**src/rtl/dump_sequencer.sv**
```systemverilog
// Walks one channel's circular sample buffer oldest-first and sends each byte
// over UART (trmt/tx_done). Ports: clk, rst_n, dump/dump_chan/waddr_start in,
// rdata/tx_done in, raddr/chan_sel/trmt/tx_data/busy/dump_done/clr_cap_done out.
module dump_sequencer #(
  parameter int          ENTRIES  = 384,
  parameter int          LOG2     = 9,
  parameter int          NUM_CH   = 5,
  parameter logic [7:0]  NAK_BYTE = 8'hEE
) (
  input  logic            clk,
  input  logic            rst_n,
  input  logic            dump,
  input  logic [2:0]      dump_chan,
  input  logic [LOG2-1:0] waddr_start,
  input  logic [7:0]      rdata,
  input  logic            tx_done,
  output logic [LOG2-1:0] raddr,
  output logic [2:0]      chan_sel,
  output logic            trmt,
  output logic [7:0]      tx_data,
  output logic            busy,
  output logic            dump_done,
  output logic            clr_cap_done
);

  typedef enum logic [2:0] {
    IDLE, RD, XMIT, WAIT_TX, NAK, DONE
  } state_t;

  localparam logic [LOG2-1:0] LAST = LOG2'(ENTRIES - 1);

  state_t          state, state_n;
  logic [LOG2-1:0] cnt, cnt_n;
  logic [LOG2-1:0] raddr_n;
  logic [2:0]      chan_n;
  logic [7:0]      tx_data_n;
  logic            trmt_n, busy_n;
  logic            nak, nak_n;
  logic            chan_ok;

  assign chan_ok = ({1'b0, dump_chan} < 4'(NUM_CH));

  always_ff @(posedge clk or negedge rst_n) begin
    if (!rst_n) begin
      state    <= IDLE;
      cnt      <= '0;
      raddr    <= '0;
      chan_sel <= '0;
      tx_data  <= '0;
      trmt     <= 1'b0;
      busy     <= 1'b0;
      nak      <= 1'b0;
    end else begin
      state    <= state_n;
      cnt      <= cnt_n;
      raddr    <= raddr_n;
      chan_sel <= chan_n;
      tx_data  <= tx_data_n;
      trmt     <= trmt_n;
      busy     <= busy_n;
      nak      <= nak_n;
    end
  end

  always_comb begin
    state_n      = state;
    cnt_n        = cnt;
    raddr_n      = raddr;
    chan_n       = chan_sel;
    tx_data_n    = tx_data;
    trmt_n       = 1'b0;
    busy_n       = busy;
    nak_n        = nak;
    dump_done    = 1'b0;
    clr_cap_done = 1'b0;
    unique case (state)
      IDLE: begin
        if (dump && chan_ok) begin
          chan_n  = dump_chan;
          cnt_n   = '0;
          busy_n  = 1'b1;
          nak_n   = 1'b0;
          // an out-of-range start pointer falls back to the buffer base
          raddr_n = (waddr_start > LAST) ? '0 : waddr_start;
          state_n = RD;
        end else if (dump) begin
          tx_data_n = NAK_BYTE;
          trmt_n    = 1'b1;
          busy_n    = 1'b1;
          nak_n     = 1'b1;
          state_n   = NAK;
        end
      end
      RD: state_n = XMIT;
      XMIT: begin
        tx_data_n = rdata;
        trmt_n    = 1'b1;
        state_n   = WAIT_TX;
      end
      WAIT_TX: begin
        if (tx_done) begin
          if (cnt == LAST) begin
            state_n = DONE;
          end else begin
            cnt_n   = cnt + 1'b1;
            raddr_n = (raddr == LAST) ? '0 : raddr + 1'b1;
            state_n = RD;
          end
        end
      end
      NAK: begin
        if (tx_done) state_n = DONE;
      end
      DONE: begin
        dump_done    = 1'b1;
        clr_cap_done = !nak;
        busy_n       = 1'b0;
        state_n      = IDLE;
      end
      default: state_n = IDLE;
    endcase
  end

endmodule

```
**config.mk**
```make
export PLATFORM = sky130hd
export DESIGN_NAME = dump_sequencer
export DESIGN_NICKNAME = d
export VERILOG_FILES = /design/src/rtl/dump_sequencer.sv
export SDC_FILE = /design/constraint.sdc
export NUM_CORES = 1
export LEC_CHECK = 0
export BUFFER_PORTS_ARGS = -buffer_cell sky130_fd_sc_hd__buf_2
export CORE_MARGIN = 2
export CORE_UTILIZATION = 50
export DETAILED_ROUTE_END_ITERATION = 8
export PLACE_DENSITY = 0.76
export SLEW_MARGIN = 20
export SYNTH_ARGS = -nofsm -noshare
export SYNTH_HDL_FRONTEND = slang
export SYNTH_SLANG_ARGS = --single-unit
```
**constraint.sdc**
```tcl
create_clock -name clk -period 2.2 [get_ports clk]
set_clock_uncertainty 0.2 [all_clocks]
set_input_delay 0.11 -clock clk [delete_from_list [all_inputs] [get_ports clk]]
set_output_delay 0.11 -clock clk [all_outputs]
set_load 0.01 [all_outputs]
```
==> results.py <==
metrics = {
    "timing": {
        "setup_viol": 0,
        "maxSlewViolCount": 0,
        "post-route-period-util": 0.930,
        "finalHoldViolCount": 0,
        "rsz_0062_raised_after_global_routing": "false",
        "finalCriticalPeriod_ps": 2050,
        "timing.slew.headroom": 0.485,
        "final_critical_path_setup_slack_ps": 153,
        "worst_pin_slew_ps": 772,
        "post_route_setup_tns_ps": 0,
        "max_clock_freq_ghz": 0.489,
        "fin_worst_hold_slack_ps": 23.8,
    },
    "floorplan": {
        "die_x_um": 65.0,
        "die_h_um": 65.0,
        "effective_utilization_at_floorplan": 0.516,
        "die-area_sq_mm": 0.00422,
        "pin_count": 48,
        "floorplan.rows": 22,
        "floorplan.core_area_sq_mm": 0.00361,
    },
    "worst_setup_path": {
        "critical_path.reg2reg.endpoint": "tx_data[1]",
        "cp_required_ps": 2230,
        "crit_path_top_delay_cell": "or4b_1",
        "ordered_cell_list_for_the_critical_path": "or4b_1 > nor2_1 > nor2_1 > inv_2 > o22a_1",
        "critPathKind": "flip-flop to flip-flop",
        "reg2reg_slack_ps": 150,
        "cp_common_cell": "nor2_1",
        "cp_slowest_stage_delay_ps": 700,
        "critPathArrivalTime_ps": 2080,
        "rr_worst_depth": 5,
        "ff_to_ff_start": "state[0]",
        "timing.critical_path.from_type": "flip-flop",
        "kind_of_end_point_of_the_critical_path": "flip-flop",
        "cp_max_fo": 7,
        "crit_path_launch": "state[0]",
    },
    "power": {
        "irDropWorstVdd_mv": 0.782,
        "power.net_switching_mw": 1.32,
        "power_frac_comb": 0.476,
        "power_density_mw_per_mm2": 1300,
        "total_leakage_power_nw": 1.19,
        "cellInternalPower_mw": 1.97,
        "swShare": 0.401,
        "power.share.sequential": 0.347,
        "p_clk_frac": 0.177,
    },
    "placed_design": {
        "place_ws_ps": 164,
        "numPortBuffers": 47,
        "place_hpwl_um": 2960,
        "routabilityCongestion": 0.886,
        "placedInstanceArea_sq_mm": 0.00218,
    },
    "synth": {
        "synth_edf_count": 0,
        "synthXorXnorAreaFrac": 0,
        "syn_inst": 187,
        "synth.yosys.warnings": 0,
        "synth_seq_cells": 35,
        "yosysUniqueCellTypes": 52,
        "synth.avg_cell_area_sq_um": 9.94,
        "synth.yosys.seq_area_share": 0.471,
        "synth-adder-area-share": 0.0135,
        "synth.cell_area_sq_mm": 0.00186,
        "post_synth_and_or_nand_nor_area_fraction": 0.186,
        "synth-main-ff-cell": "dfrtp_1",
        "dominant_combinational_cell_family_by_area_after_synthesis": "compound AO/OA/AOI/OAI gates",
        "muxShareOfSynthArea": 0.00606,
        "asyncSetResetFlopFracSynth": 1.00,
        "synth_nets": 213,
        "complex_gate_fraction_of_the_synthesized_area": 0.270,
    },
    "cts": {
        "cts_made_buffers": 5,
        "max-clock-path-buffers": 2,
        "h-tree-depth": 2,
        "post_cts_resize_count": 0,
        "cts.root.buffer_cell": "clkbuf_8",
        "clkTransAtPathRegs_ps": 80,
        "tritoncts_num_sinks": 35,
        "clock_insertion_delay_at_the_later_pin_of_the_skew_report_ps": 300,
        "tritoncts": "built",
    },
    "min_path": {
        "holdPathEnd": "raddr[2]",
        "worstHoldStart": "waddr_start[2]",
        "holdPathStages": 4,
        "hold_class": "primary input to flip-flop",
    },
    "cells_and_area": {
        "layout_commonest_cell": "buf_2",
        "num_antenna_cells": 0,
        "syn2layout_area_growth_pct": 36.1,
        "drive_above_1_share": 0.290,
        "final_area_sq_mm": 0.00253,
        "utilization": 0.702,
        "layout.cells.most_common_list": "buf_2 (47), dfrtp_1 (35), dlygate4sd3_1 (22)",
        "nets": 294,
    },
    "route": {
        "drt.antenna.violating_nets": 0,
        "drtIter0Drc": 112,
        "drt-pass1-iter-count": 4,
        "detailroute.via_count": 1776,
        "drt-total-wl_um": 4570,
        "wl_per_cell_um": 14.4,
        "detail_route.drc_violations": 0,
        "drt-vias-per-instance": 5.60,
    },
    "global_route": {
        "grt-ovfl-total": 0,
        "grt_first_pass_wirelength_um": 7290,
        "first_global_vias": 1600,
        "global_route.usage.total": 0.231,
        "grt_max_degree": 36,
        "initial_antenna_violation_count": 0,
    },
    "run": {
        "drv_cap": 0,
    },
    "outcome": {
        "result_of_the_run": "completed",
    },
}
synthesized netlist by cell type, types with 2 or more instances:
cell	n	share of area
a41oi_1	2	0.0094
nor3_1	6	0.016
a21oi_1	9	0.024
a21o_1	4	0.016
buf_6	2	0.012
a2bb2oi_1	2	0.0094
nor3b_1	2	0.0081
o22ai_1	4	0.013
buf_2	5	0.013
o21ai_0	11	0.030
o22a_1	6	0.028
nor2_1	15	0.030
dfrtp_1	35	0.47
a31oi_1	10	0.034
ha_1	2	0.013
clkbuf_1	2	0.0040
nand2_1	13	0.026
nand3_1	8	0.022
nand4_1	3	0.010
o2bb2ai_1	3	0.014
a22o_1	2	0.0094
nand3b_1	2	0.0081
a32oi_1	2	0.0094
and3_1	3	0.010
inv_1	7	0.014
per-layer routing:
layer  vias to the layer above  share of wire  wire length, um  global-route usage
met5                         -              0                0                   0
met4                         0          0.030              135               0.120
met3                        15          0.044              202              0.0486
met2                        52           0.48             2190               0.357
met1                       828           0.45             2040               0.304
li1                        881              -                -                   -
critical path: cells and delay by family, from the launching register on:
| family | cells | cell delay (ps) |
|---|---|---|
| and+or+nand+nor | 3 | 1030 |
| buffers and inverters | 1 | 140 |
| DFF | 1 | 440 |
| AOI/OAI and AO/OA | 1 | 160 |
metrics by stage:
stage	power (mW)	instances
3_3_place_gp	2.59	285
3_5_place_dp	2.61	285
2_1_floorplan	2.10	187
6_report	3.29	317
5_1_grt	3.51	317
4_1_cts	3.24	315
power groups by stage:
| stage | Combinational (mW) | Clock (mW) | Sequential [mW] |
|---|---|---|---|
| 2_1_floorplan | 0.924 | 0 | 1.18 |
| 6_report | 1.56 | 0.581 | 1.14 |
| 3_5_place_dp | 1.47 | 0 | 1.14 |
| 4_1_cts | 1.51 | 0.597 | 1.13 |
| 5_1_grt | 1.72 | 0.621 | 1.18 |
| 3_3_place_gp | 1.45 | 0 | 1.14 |
how the worst max path moves through the flow:
stage	to	slack, ps	cells after the start
floorplan	raddr[0]	230	5
global placement	cnt[6]	210	4
detailed placement	cnt[6]	160	4
CTS	raddr[7]	40	4
global route	tx_data[1]	60	5
finish	tx_data[1]	150	5
registers in the layout, indices dropped and copies added (netlist names):
register	cells
cnt	9
raddr	9
tx_data	8
chan_sel	3
state	3
busy	1
nak	1
trmt	1
timing repair:
action / 4_1_cts / 5_1_grt
endpoints found under the hold margin: 56 / 0
endpoints found under the setup margin: 0 / 1
hold buffers: 22 / 0
buffers inserted: 0 / 2
cell type report:
cell class                 count  area (sq um)
clock buffer                   5          68.8
clock inverter                 3          43.8
fill                         275          1080
inverter                       8          30.0
multi-input combinational    134           883
sequential                    35           876
tap                           48          60.1
timing repair buffer          84           568
logic make-up (layout without fill, tap and decap cells):
family / count (synthesis) / count (layout)
simple gates: 64 / 64
buf+inv: 18 / 100
mux: 1 / 1
flops: 35 / 35
compound gates: 67 / 67
fa+ha+maj: 2 / 2
(Power assumes the default switching activity.)
